===== src/rtl/id_branch_ctrl_pkg.sv =====
// Shared opcodes, instruction field positions and FSM state type for the ID-stage
// branch controller and its comparator.
package id_pkg;

    localparam logic [5:0]  OPC_BEQ   = 6'h04;
    localparam logic [5:0]  OPC_BNE   = 6'h05;
    localparam logic [31:0] NOP_INSTR = 32'h0000_0000;

    localparam int OPC_MSB = 31;
    localparam int OPC_LSB = 26;
    localparam int RS_MSB  = 25;
    localparam int RS_LSB  = 21;
    localparam int RT_MSB  = 20;
    localparam int RT_LSB  = 16;
    localparam int IMM_MSB = 15;
    localparam int IMM_LSB = 0;

    typedef enum logic [1:0] {
        RUN   = 2'd0,
        STALL = 2'd1,
        FLUSH = 2'd2
    } state_e;

endpackage


===== src/rtl/id_branch_ctrl_if.sv =====
// Bundle between the fetch stage / register file and the ID branch controller.
// slave = the controller, master = whatever drives fetch outputs and operands.
interface id_branch_ctrl_if #(
    parameter int CNT_W = 16
);
    logic [31:0]      PC;
    logic [31:0]      instruction;
    logic             hazard_stall;
    logic [31:0]      rs_data;
    logic [31:0]      rt_data;
    logic [4:0]       rs_addr;
    logic [4:0]       rt_addr;
    logic             if_en;
    logic             Br_taken;
    logic [15:0]      Br_offset;
    logic             id_valid;
    logic [31:0]      id_pc;
    logic [31:0]      id_instr;
    logic [CNT_W-1:0] br_cnt;
    logic [CNT_W-1:0] taken_cnt;
    logic             stall_err;

    modport master (
        output PC, instruction, hazard_stall, rs_data, rt_data,
        input  rs_addr, rt_addr, if_en, Br_taken, Br_offset,
        input  id_valid, id_pc, id_instr, br_cnt, taken_cnt, stall_err
    );

    modport slave (
        input  PC, instruction, hazard_stall, rs_data, rt_data,
        output rs_addr, rt_addr, if_en, Br_taken, Br_offset,
        output id_valid, id_pc, id_instr, br_cnt, taken_cnt, stall_err
    );

endinterface


===== src/rtl/id_branch_ctrl_br_compare.sv =====
// BEQ/BNE decode and operand comparison; purely combinational so any later
// resolution point can reuse it.
module br_compare
    import id_pkg::*;
(
    input  logic [5:0]  opcode,
    input  logic [31:0] rs_data,
    input  logic [31:0] rt_data,
    output logic        is_br,
    output logic        cond
);

    always_comb begin
        is_br = (opcode == OPC_BEQ) || (opcode == OPC_BNE);
        cond  = (opcode == OPC_BEQ) ? (rs_data == rt_data) : (rs_data != rt_data);
    end

endmodule


===== src/rtl/id_branch_ctrl.sv =====
// IF/ID register owner: resolves BEQ/BNE in ID, squashes wrong-path fetches,
// freezes fetch on hazards and keeps branch statistics. Build option: BR_DELAY_SLOT_EN.
module id_branch_ctrl
    import id_pkg::*;
#(
    parameter int CNT_W     = 16,
    parameter int STALL_MAX = 15
) (
    input  logic             clk,
    input  logic             rst,
    id_branch_ctrl_if.slave  bus
);

    localparam int                SCNT_W    = $clog2(STALL_MAX + 1);
    localparam logic [SCNT_W-1:0] STALL_LIM = SCNT_W'(STALL_MAX);

    state_e            state;
    logic              valid;
    logic [31:0]       pc_q;
    logic [31:0]       instr_q;
    logic [SCNT_W-1:0] stall_cnt;
    logic              err_q;
    logic [CNT_W-1:0]  br_q;
    logic [CNT_W-1:0]  taken_q;

    logic [5:0]        opcode;
    logic              op_br;
    logic              op_cond;
    logic              active;
    logic              stall;
    logic              is_br;
    logic              take;

    assign opcode = instr_q[OPC_MSB:OPC_LSB];

    br_compare u_br_compare (
        .opcode  (opcode),
        .rs_data (bus.rs_data),
        .rt_data (bus.rt_data),
        .is_br   (op_br),
        .cond    (op_cond)
    );

    // NOTE: every output of this block is fully assigned on every path, so no latch is inferred.
    always_comb begin
        active = (state != FLUSH);
        // A hazard only matters for a live instruction; an empty or squashed slot never stalls.
        stall  = active && valid && bus.hazard_stall;
        is_br  = active && valid && op_br;
        take   = is_br && !stall && op_cond;
    end

    assign bus.rs_addr   = instr_q[RS_MSB:RS_LSB];
    assign bus.rt_addr   = instr_q[RT_MSB:RT_LSB];
    assign bus.if_en     = !stall;
    assign bus.Br_taken  = take;
    assign bus.Br_offset = instr_q[IMM_MSB:IMM_LSB];
    assign bus.id_valid  = active && valid && !stall;
    assign bus.id_pc     = pc_q;
    assign bus.id_instr  = instr_q;
    assign bus.br_cnt    = br_q;
    assign bus.taken_cnt = taken_q;
    assign bus.stall_err = err_q;

    // NOTE: state uses non-blocking assignments so every register samples pre-edge values.
    always_ff @(posedge clk or negedge rst) begin
        if (!rst) begin
            state     <= RUN;
            valid     <= 1'b0;
            pc_q      <= '0;
            instr_q   <= NOP_INSTR;
            stall_cnt <= '0;
            err_q     <= 1'b0;
            br_q      <= '0;
            taken_q   <= '0;
        end else if (stall) begin
            state <= STALL;
            if (stall_cnt != STALL_LIM) stall_cnt <= stall_cnt + 1'b1;
            if (stall_cnt >= STALL_LIM - 1'b1) err_q <= 1'b1;
        end else begin
            stall_cnt <= '0;
            pc_q      <= bus.PC;
            instr_q   <= bus.instruction;
            if (is_br && (br_q != '1))   br_q    <= br_q + 1'b1;
            if (take && (taken_q != '1)) taken_q <= taken_q + 1'b1;
`ifdef BR_DELAY_SLOT_EN
            valid <= 1'b1;
            state <= RUN;
`else
            // The word fetched alongside a taken branch is wrong-path and dies here.
            valid <= !take;
            if (take) state <= FLUSH;
            else      state <= RUN;
`endif
        end
    end

endmodule


===== src/flat_wrapper.sv =====
// flat-port wrapper written by rule: the top's interface ports become plain ports
module id_branch_ctrl_flat import id_pkg::*;
#(
    parameter int CNT_W     = 16,
    parameter int STALL_MAX = 15
)
  (clk, rst, bus_PC, bus_instruction, bus_hazard_stall, bus_rs_data, bus_rt_data, bus_rs_addr, bus_rt_addr, bus_if_en, bus_Br_taken, bus_Br_offset, bus_id_valid, bus_id_pc, bus_id_instr, bus_br_cnt, bus_taken_cnt, bus_stall_err);
  id_branch_ctrl_if #(.CNT_W(CNT_W)) bus_i ();
  input  logic clk;
  input  logic rst;
  input wire logic [$bits(bus_i.PC)-1:0] bus_PC;
  input wire logic [$bits(bus_i.instruction)-1:0] bus_instruction;
  input wire logic [$bits(bus_i.hazard_stall)-1:0] bus_hazard_stall;
  input wire logic [$bits(bus_i.rs_data)-1:0] bus_rs_data;
  input wire logic [$bits(bus_i.rt_data)-1:0] bus_rt_data;
  output wire logic [$bits(bus_i.rs_addr)-1:0] bus_rs_addr;
  output wire logic [$bits(bus_i.rt_addr)-1:0] bus_rt_addr;
  output wire logic [$bits(bus_i.if_en)-1:0] bus_if_en;
  output wire logic [$bits(bus_i.Br_taken)-1:0] bus_Br_taken;
  output wire logic [$bits(bus_i.Br_offset)-1:0] bus_Br_offset;
  output wire logic [$bits(bus_i.id_valid)-1:0] bus_id_valid;
  output wire logic [$bits(bus_i.id_pc)-1:0] bus_id_pc;
  output wire logic [$bits(bus_i.id_instr)-1:0] bus_id_instr;
  output wire logic [$bits(bus_i.br_cnt)-1:0] bus_br_cnt;
  output wire logic [$bits(bus_i.taken_cnt)-1:0] bus_taken_cnt;
  output wire logic [$bits(bus_i.stall_err)-1:0] bus_stall_err;
  assign bus_i.PC = bus_PC;
  assign bus_i.instruction = bus_instruction;
  assign bus_i.hazard_stall = bus_hazard_stall;
  assign bus_i.rs_data = bus_rs_data;
  assign bus_i.rt_data = bus_rt_data;
  assign bus_rs_addr = bus_i.rs_addr;
  assign bus_rt_addr = bus_i.rt_addr;
  assign bus_if_en = bus_i.if_en;
  assign bus_Br_taken = bus_i.Br_taken;
  assign bus_Br_offset = bus_i.Br_offset;
  assign bus_id_valid = bus_i.id_valid;
  assign bus_id_pc = bus_i.id_pc;
  assign bus_id_instr = bus_i.id_instr;
  assign bus_br_cnt = bus_i.br_cnt;
  assign bus_taken_cnt = bus_i.taken_cnt;
  assign bus_stall_err = bus_i.stall_err;
  id_branch_ctrl #(.CNT_W(CNT_W), .STALL_MAX(STALL_MAX)) u_core (.clk(clk), .rst(rst), .bus(bus_i));
endmodule

===== config.mk =====
export PLATFORM = sky130hd
export DESIGN_NAME = id_branch_ctrl_flat
export DESIGN_NICKNAME = d
export VERILOG_FILES = /design/src/rtl/id_branch_ctrl_pkg.sv /design/src/rtl/id_branch_ctrl_if.sv /design/src/rtl/id_branch_ctrl_br_compare.sv /design/src/rtl/id_branch_ctrl.sv /design/src/flat_wrapper.sv
export SDC_FILE = /design/constraint.sdc
export NUM_CORES = 1
export LEC_CHECK = 0
export BUFFER_PORTS_ARGS = -buffer_cell sky130_fd_sc_hd__buf_2
export CAP_MARGIN = 20
export CORE_UTILIZATION = 45
export DETAILED_ROUTE_END_ITERATION = 8
export GPL_TIMING_DRIVEN = 1
export PLACE_DENSITY = 0.85
export SYNTH_ARGS = -nofsm -noshare
export SYNTH_HDL_FRONTEND = slang
export SYNTH_SLANG_ARGS = --single-unit

===== constraint.sdc =====
create_clock -name clk -period 2.5 [get_ports clk]
set_input_delay 0.5 -clock clk [delete_from_list [all_inputs] [get_ports clk]]
set_output_delay 0.5 -clock clk [all_outputs]
set_load 0.05 [all_outputs]

==> metrics.txt, run 1 <==
# TYPE chip_impl_metric gauge
chip_impl_metric{name="post-dp-hpwl",unit="um"} 8615
chip_impl_info{name="grt-busiest-layer",value="met2"} 1
chip_impl_info{name="crit_slowest_cell",value="or4b_4"} 1
chip_impl_metric{name="worst_path_fanout_max",unit=""} 2
chip_impl_metric{name="clk_path_buf_depth",unit=""} 2
chip_impl_metric{name="holdBufCountCts",unit=""} 0
chip_impl_metric{name="final.min_clock_period",unit="ns"} 2.397
chip_impl_info{name="post_synth_main_area_contributors",value="dfrtp_1 54%, nand2_1 14%, xor2_1 7.3%, buf_4 4.2%, xnor2_1 4.0%"} 1
chip_impl_metric{name="layout.nets",unit=""} 869
chip_impl_metric{name="dieArea",unit="um2"} 11050
chip_impl_metric{name="remaining_global_route_overflow",unit=""} 0
chip_impl_metric{name="gp_routability_congestion",unit=""} 0.7852
chip_impl_metric{name="antenna-diode-count",unit=""} 0
chip_impl_metric{name="drt_pass1_iterations",unit=""} 4
chip_impl_metric{name="final_max_slew_viol_count",unit=""} 0
chip_impl_metric{name="met1_usage",unit="%"} 25.53
chip_impl_metric{name="placementRows",unit=""} 37
chip_impl_metric{name="cp.required",unit="ns"} 2.00
chip_impl_metric{name="vias",unit=""} 4121
chip_impl_metric{name="vias_per_cell",unit=""} 4.715
chip_impl_metric{name="cp_data_arrival_time",unit="ns"} 1.90
chip_impl_metric{name="ir_drop",unit="V"} 0.0004074
chip_impl_info{name="r2r_start",value="u_core.bus.id_instr[27]"} 1
chip_impl_metric{name="number_of_flops_mapped_to_enable_cells_by_yosys",unit=""} 0
chip_impl_metric{name="drt_wl_total",unit="um"} 11260
chip_impl_info{name="hp-class",value="in -> async"} 1
chip_impl_metric{name="post_drt_wl_per_cell",unit="um"} 12.88
chip_impl_metric{name="globalRouteMet3Util",unit="%"} 4.679
chip_impl_metric{name="synthesis.yosys.warnings",unit=""} 0
chip_impl_metric{name="drt.antenna.violating_nets",unit=""} 0
chip_impl_metric{name="antenna_found_initial",unit=""} 0
chip_impl_metric{name="largest_net_degree_at_the_start_of_global_routing",unit=""} 60
chip_impl_metric{name="netlist-cell-type-count",unit=""} 35
chip_impl_info{name="post-synth-top-area-cell",value="dfrtp_1"} 1
chip_impl_metric{name="pwr_density_cell",unit="nW/um2"} 674.8
chip_impl_metric{name="final_layout_size_suffix_gt1_share",unit="%"} 41.19
chip_impl_metric{name="io_buffers",unit=""} 256
chip_impl_info{name="crit_path_class",value="reg -> out"} 1
chip_impl_info{name="clockRootBuffer",value="clkbuf_8"} 1
chip_impl_info{name="worst_setup_path_end_kind",value="primary output"} 1
chip_impl_metric{name="synth_area",unit="um2"} 4786
chip_impl_metric{name="r2r.worst_path.cells",unit=""} 7
chip_impl_metric{name="cts_bufs_inserted",unit=""} 9
chip_impl_metric{name="fin_ws",unit="ns"} 0.1035
chip_impl_info{name="crit_path_end",value="bus_Br_taken"} 1
chip_impl_metric{name="cellLeakagePower",unit="nW"} 3.603
chip_impl_metric{name="ioPinCount",unit=""} 257
chip_impl_metric{name="drcViolationCount",unit=""} 0
chip_impl_metric{name="floorplan.die.height",unit="um"} 105.1
chip_impl_metric{name="syn-num-nets",unit=""} 628
chip_impl_metric{name="syn-mean-instance-area",unit="um2"} 9.708
chip_impl_info{name="worstSetupStartpoint",value="u_core.bus.id_instr[27]"} 1
chip_impl_metric{name="final.setup_skew",unit="ns"} 0.006708
chip_impl_metric{name="grt_pass1_wl",unit="um"} 18610
chip_impl_info{name="unrepaired_setup_endpoints_after_global_routing",value="true"} 1
chip_impl_metric{name="worst-r2r-setup-slack",unit="ns"} 0.18
chip_impl_info{name="cts_tree",value="yes"} 1
chip_impl_metric{name="cts_clk_pin_slew_worst_paths",unit="ns"} 0.09
chip_impl_metric{name="crit_path_max_incr_delay",unit="ns"} 0.56
chip_impl_metric{name="area_growth_syn_to_layout",unit="%"} 33.36
chip_impl_metric{name="synth_seq_cells",unit=""} 104
chip_impl_metric{name="max_freq",unit="GHz"} 0.4173
chip_impl_metric{name="track_usage",unit="%"} 20.86
chip_impl_metric{name="effective_utilization_at_floorplan",unit="%"} 46.36
chip_impl_metric{name="pre_cts_ws",unit="ns"} -0.01728
chip_impl_info{name="r2r-end",value="u_core.bus.br_cnt[1]"} 1
chip_impl_metric{name="insertion_delay",unit="ns"} 0.34
chip_impl_metric{name="endpoints_failing_setup",unit=""} 0
chip_impl_metric{name="hold_viol",unit=""} 0
chip_impl_metric{name="max_capacitance_violation_count",unit=""} 0
chip_impl_metric{name="relative_slew_margins",unit="%"} 31.59
chip_impl_metric{name="async_flop_share",unit="%"} 100.0
chip_impl_info{name="crit_path_start_kind",value="register"} 1
chip_impl_metric{name="chipWidth",unit="um"} 105.1
chip_impl_metric{name="synth_largest_type_area_fraction",unit="%"} 54.38
chip_impl_metric{name="cts.sinks",unit=""} 104
chip_impl_metric{name="worst-slew-pin-transition",unit="ns"} 1.026
chip_impl_info{name="synth_ff_type",value="dfrtp_1"} 1
chip_impl_metric{name="grt_pass1_vias",unit=""} 3993
chip_impl_metric{name="placed_cells_incl_taps",unit=""} 853
chip_impl_info{name="critical_path.cell_chain",value="or4b_4 -> nor4_4 -> nor2b_4 -> buf_6"} 1
chip_impl_metric{name="cts-htree-levels",unit=""} 3
chip_impl_metric{name="setup_tns",unit="ns"} 0
chip_impl_metric{name="synth_sequential_area_ratio",unit="%"} 54.38
chip_impl_info{name="status",value="completed"} 1
chip_impl_metric{name="post_synthesis_instance_total",unit=""} 493
chip_impl_metric{name="first_drt_iteration_drcs",unit=""} 168
chip_impl_metric{name="min_period_over_period",unit="%"} 95.86
chip_impl_metric{name="fp.coreArea",unit="um2"} 10320
chip_impl_metric{name="instances_no_fill",unit=""} 874
chip_impl_metric{name="met2_grt_util",unit="%"} 37.04
## per-layer routing
metal / wire length (um) / part of all wire, %
met1: 4770 / 42
met2: 5756 / 51
met3: 617 / 5.5
met4: 117 / 1.0
met5: 0 / 0
## worst max-delay path: cells and delay by family (launching register included)
| family | cells | cell delay (ns) |
|---|---|---|
| and+or+nand+nor | 3 | 0.99 |
| DFF | 1 | 0.39 |
| buffers and inverters | 1 | 0.17 |
## registers in the layout (all words and copies together) (netlist names)
name	flops
u_core.state	2
u_core.bus.br_cnt	16
u_core.bus.id_instr	32
u_core.bus.id_pc	32
u_core.valid	1
u_core.stall_cnt	4
u_core.bus.taken_cnt	16
u_core.bus.stall_err	1
## where the power goes
part / internal, mW / leakage, nW / total [mW] / switching (mW)
clock network: 0.662 / 0.113 / 1.20 / 0.536
registers: 1.81 / 1.31 / 1.91 / 0.0951
logic: 0.310 / 2.18 / 1.20 / 0.890
## area by class of cell
type	instances	area, um2
Inverter	7	26.28
Tap cell	136	170.2
Sequential cell	104	2603
Clock inverter	5	106.4
Multi-Input combinational cell	340	1914
Clock buffer	10	127.6
Timing Repair Buffer	272	1435
Fill cell	893	3941
## what timing repair did
item,CTS,global route
endpoints found under the setup margin,1,16
gates cloned,0,0
setup buffers,4,2
resized for setup,4,2
pin swaps,1,1
## layout by cell type, fill, tap and decap left out, types with 2 or more instances in the layout
cell       synthesis  routed
nand3_1           12      12
nor2_1            12      12
and4_1             3       3
buf_12             0       2
ha_1               4       4
bufinv_16          0       3
dfrtp_1          104     104
nor3_1             4       3
nand2_1          184     183
xnor2_1           22      22
and3_1            11      11
nor4_1             8       7
mux2_2             8       8
clkbuf_8           0       9
xor2_1            40      40
inv_1              6       6
buf_2              0     254
nand4_1           14      14
buf_4             27      15
## per-stage QoR
stage	util [%]	total power [mW]	area (um2)	hold slack, ns
5_1_grt	61.82	4.503	6382	0.1069
3_5_place_dp	58.88	3.141	6078	0.4498
6_report	61.82	4.307	6382	0.09028
3_3_place_gp	58.88	3.120	6078	0.4442
2_1_floorplan	-	2.812	4788	0.2044
4_1_cts	61.57	4.354	6356	0.08435
## Yosys cell counts, types with 2 or more instances
cell,number
buf_4,27
xor2_1,40
and4_1,3
nand2_1,184
xnor2_1,22
and3_1,11
dfrtp_1,104
nand4_1,14
ha_1,4
buf_1,4
nor4_1,8
and2_1,2
nor2_1,12
nor3_1,4
clkbuf_1,10
nand3_1,12
mux2_2,8
nor2b_1,2
inv_1,6
## kinds of logic (layout without fill, tap and decap cells)
logic type / after synthesis / count (layout) / share of synthesized area (%)
muxes: 10 / 10 / 2.379
xor gates and xnor gates: 62 / 62 / 11.35
AOI/OAI and AO/OA: 7 / 7 / 1.046
DFF: 104 / 104 / 54.38
buffers and inverters: 49 / 294 / 6.117
adders and majority gates: 4 / 4 / 1.046
and+or+nand+nor: 257 / 257 / 23.69
## worst min path at each step
stage / cells past startpoint / slack [ns] / to / from
after global routing: 1 / 0.11 / u_core.bus.id_instr[13] / rst
after CTS: 1 / 0.08 / u_core.bus.id_instr[13] / rst
after detailed placement: 2 / 0.45 / u_core.bus.id_pc[5] / u_core.bus.id_pc[5]
final: 1 / 0.09 / u_core.bus.id_instr[13] / rst
after global placement: 2 / 0.44 / u_core.bus.id_pc[12] / u_core.bus.id_pc[12]
after floorplan: 0 / 0.20 / u_core.bus.br_cnt[0] / rst
Note: power is estimated with default switching activity, not from simulation.
==> inputs of run 2 (changes only) <==
--- a/config.mk
+++ b/config.mk
@@ -7,10 +7,10 @@
 export LEC_CHECK = 0
 export BUFFER_PORTS_ARGS = -buffer_cell sky130_fd_sc_hd__buf_2
 export CAP_MARGIN = 20
-export CORE_UTILIZATION = 45
+export CORE_UTILIZATION = 49
 export DETAILED_ROUTE_END_ITERATION = 8
 export GPL_TIMING_DRIVEN = 1
-export PLACE_DENSITY = 0.85
+export PLACE_DENSITY = 0.91
 export SYNTH_ARGS = -nofsm -noshare
 export SYNTH_HDL_FRONTEND = slang
 export SYNTH_SLANG_ARGS = --single-unit
==> constraint.sdc (replaced) <==
create_clock -name clk -period 2.9 [get_ports clk]
set_input_delay 0.58 -clock clk [delete_from_list [all_inputs] [get_ports clk]]
set_output_delay 0.58 -clock clk [all_outputs]
set_load 0.05 [all_outputs]
==> run 2 against run 1 <==
  * First-iteration DRC count fell by 37%
  * Register-to-register slack better by 0.14 ns
  * Sequential share of layout area increased by 0.87 points
  * Power fell by 16%
  * Setup slack lost 0.021 ns
  * Wire length increased by 6.4%
  * Global-route usage increased by 3.3 points
  * Largest cell class unchanged
  * Largest power group unchanged
==> metrics.txt, run 2 (same netlist as run 1, synthesis figures left out) <==
# TYPE chip_impl_metric gauge
chip_impl_metric{name="area_growth_syn_to_layout",unit="%"} 30.59
chip_impl_metric{name="grt_pass1_vias",unit=""} 4141
chip_impl_metric{name="post-dp-hpwl",unit="um"} 9298
chip_impl_metric{name="cts_bufs_inserted",unit=""} 9
chip_impl_info{name="crit_path_start_kind",value="register"} 1
chip_impl_metric{name="power.share.sequential",unit="%"} 45.8
chip_impl_metric{name="chipWidth",unit="um"} 100.8
chip_impl_metric{name="largest_net_degree_at_the_start_of_global_routing",unit=""} 63
chip_impl_metric{name="min_period_over_period",unit="%"} 97.17
chip_impl_metric{name="holdBufCountCts",unit=""} 0
chip_impl_metric{name="ioPinCount",unit=""} 257
chip_impl_metric{name="io_buffers",unit=""} 256
chip_impl_metric{name="floorplan.die.height",unit="um"} 100.8
chip_impl_metric{name="drt_pass1_iterations",unit=""} 4
chip_impl_metric{name="cts_clk_pin_slew_worst_paths",unit="ns"} 0.11
chip_impl_info{name="crit_path_class",value="reg -> out"} 1
chip_impl_metric{name="dieArea",unit="um2"} 10170
chip_impl_metric{name="antenna_found_initial",unit=""} 0
chip_impl_metric{name="drt.antenna.violating_nets",unit=""} 0
chip_impl_metric{name="clk_path_buf_depth",unit=""} 2
chip_impl_metric{name="vias_per_cell",unit=""} 4.930
chip_impl_metric{name="fin_total_pwr",unit="mW"} 3.611
chip_impl_metric{name="combPwrFrac",unit="%"} 28.6
chip_impl_metric{name="track_usage",unit="%"} 24.14
chip_impl_metric{name="final.setup_skew",unit="ns"} 0.01560
chip_impl_metric{name="fillers",unit=""} 796
chip_impl_metric{name="multiInputGateArea",unit="um2"} 1901
chip_impl_info{name="cts_tree",value="yes"} 1
chip_impl_metric{name="cts.sinks",unit=""} 104
chip_impl_metric{name="drcViolationCount",unit=""} 0
chip_impl_metric{name="drt_wl_total",unit="um"} 11980
chip_impl_metric{name="relative_slew_margins",unit="%"} 37.24
chip_impl_info{name="clockRootBuffer",value="clkbuf_8"} 1
chip_impl_metric{name="pwr-share-clk",unit="%"} 25.6
chip_impl_info{name="hp-class",value="in -> async"} 1
chip_impl_metric{name="cellLeakagePower",unit="nW"} 3.543
chip_impl_metric{name="remaining_global_route_overflow",unit=""} 0
chip_impl_info{name="status",value="completed"} 1
chip_impl_metric{name="max_capacitance_violation_count",unit=""} 0
chip_impl_metric{name="max_freq",unit="GHz"} 0.3549
chip_impl_metric{name="insertion_delay",unit="ns"} 0.36
chip_impl_metric{name="antenna-diode-count",unit=""} 0
chip_impl_metric{name="effective_utilization_at_floorplan",unit="%"} 51.07
chip_impl_metric{name="crit_path_max_incr_delay",unit="ns"} 0.57
chip_impl_info{name="unrepaired_setup_endpoints_after_global_routing",value="false"} 1
chip_impl_info{name="critical_path.cell_chain",value="or4b_4 -> nor4_4 -> nor2b_4 -> clkbuf_4"} 1
chip_impl_metric{name="grt_pass1_wl",unit="um"} 19180
chip_impl_info{name="crit_slowest_cell",value="or4b_4"} 1
chip_impl_metric{name="hold_viol",unit=""} 0
chip_impl_metric{name="ir_drop",unit="V"} 0.0003714
chip_impl_metric{name="setup_tns",unit="ns"} 0
chip_impl_metric{name="total_switching_power",unit="mW"} 1.356
chip_impl_metric{name="fp.coreArea",unit="um2"} 9371
chip_impl_metric{name="pwr_density_cell",unit="nW/um2"} 577.8
chip_impl_info{name="worst_setup_path_end_kind",value="primary output"} 1
chip_impl_info{name="layout.cells.most_common",value="buf_2"} 1
chip_impl_metric{name="cell_internal_pwr",unit="mW"} 2.255
chip_impl_metric{name="hold_ws",unit="ns"} 0.1927
chip_impl_metric{name="placementRows",unit=""} 35
chip_impl_metric{name="final.min_clock_period",unit="ns"} 2.818
chip_impl_metric{name="final_layout_size_suffix_gt1_share",unit="%"} 40.05
chip_impl_metric{name="cp.required",unit="ns"} 2.32
chip_impl_metric{name="endpoints_failing_setup",unit=""} 0
chip_impl_metric{name="final-seq-area",unit="um2"} 2603
chip_impl_metric{name="layout.nets",unit=""} 859
chip_impl_info{name="most-common-layout-cells",value="254 x buf_2, 183 x nand2_1, 104 x dfrtp_1"} 1
chip_impl_metric{name="vias",unit=""} 4230
chip_impl_metric{name="worst-slew-pin-transition",unit="ns"} 0.9413
chip_impl_metric{name="post_drt_wl_per_cell",unit="um"} 13.96
chip_impl_metric{name="cts-htree-levels",unit=""} 3
chip_impl_metric{name="final_max_slew_viol_count",unit=""} 0
chip_impl_metric{name="cp_data_arrival_time",unit="ns"} 2.24
chip_impl_metric{name="gp_routability_congestion",unit=""} 0.8851
chip_impl_metric{name="worst_path_fanout_max",unit=""} 4
chip_impl_metric{name="first_drt_iteration_drcs",unit=""} 106
chip_impl_metric{name="sw_ratio",unit="%"} 37.55
==> run 2: changes by cell type in the layout (fill, tap and decap cells not counted), sizes merged <==
cell,delta
buf,-11
clkinvlp,-1
clkbuf,+2
bufinv,-2
inv,+3
==> run 2: worst max-delay path, delay by kind of cell, from the launching register on <==
kind	cells	cell delay, ns
buffers and inverters	1	0.24
flip-flops	1	0.43
AND/OR/NAND/NOR	3	1.21
==> run 2: through the flow <==
step	utilization, %	instances	instance area [um2]	setup WS [ns]
3_5_place_dp	64.34	841	6030	0.1172
6_report	66.69	858	6250	0.08201
4_1_cts	66.50	857	6232	0.05049
3_3_place_gp	64.34	841	6030	0.1592
5_1_grt	66.69	858	6250	0.01582
2_1_floorplan	-	493	4786	0.09625
==> run 2: routing by layer <==
metal	wire length, um	vias to the layer above	global-route usage [%]
met5	0	-	0
met4	273	0	9.810
met3	644	36	5.270
met2	6436	172	43.15
met1	4627	2009	28.14
li1	-	2013	-
==> run 2: timing repair <==
item	CTS	global route
endpoints found under the setup margin	0	1
setup buffers	0	1
resized for setup	0	3
==> run 2: final cells by class <==
class	instances	share of cell area (%)
sequential	104	41.64
tap	129	2.583
clock buffer	11	2.262
clock inverter	5	0.9810
timing repair buffer	262	21.70
inverter	7	0.4204
multi-input combinational	340	30.41
==> run 2: final timing paths <==
path / endpoint / startpoint / slack [ns] / depth (start not counted)
setup / recovery: bus_Br_taken / u_core.bus.id_instr[27] / 0.08 / 4
setup reg to reg: u_core.bus.br_cnt[14] / u_core.bus.id_instr[27] / 0.32 / 7
max in group asynchronous: u_core.bus.br_cnt[14] / rst / 1.95 / 2
hold / removal: u_core.bus.id_pc[16] / rst / 0.19 / 1
min in group clk: u_core.bus.id_pc[18] / bus_PC[18] / 0.41 / 3
hold reg to reg: u_core.bus.id_pc[22] / u_core.bus.id_pc[22] / 0.47 / 2
==> run 2: power groups by stage <==
stage | sequential (mW) | clock [mW] | combinational [mW]
2_1_floorplan | 2.06 | 0 | 0.364
3_3_place_gp | 1.67 | 0 | 1.02
3_5_place_dp | 1.68 | 0 | 1.04
4_1_cts | 1.65 | 0.949 | 1.04
5_1_grt | 1.67 | 1.00 | 1.10
6_report | 1.65 | 0.925 | 1.03
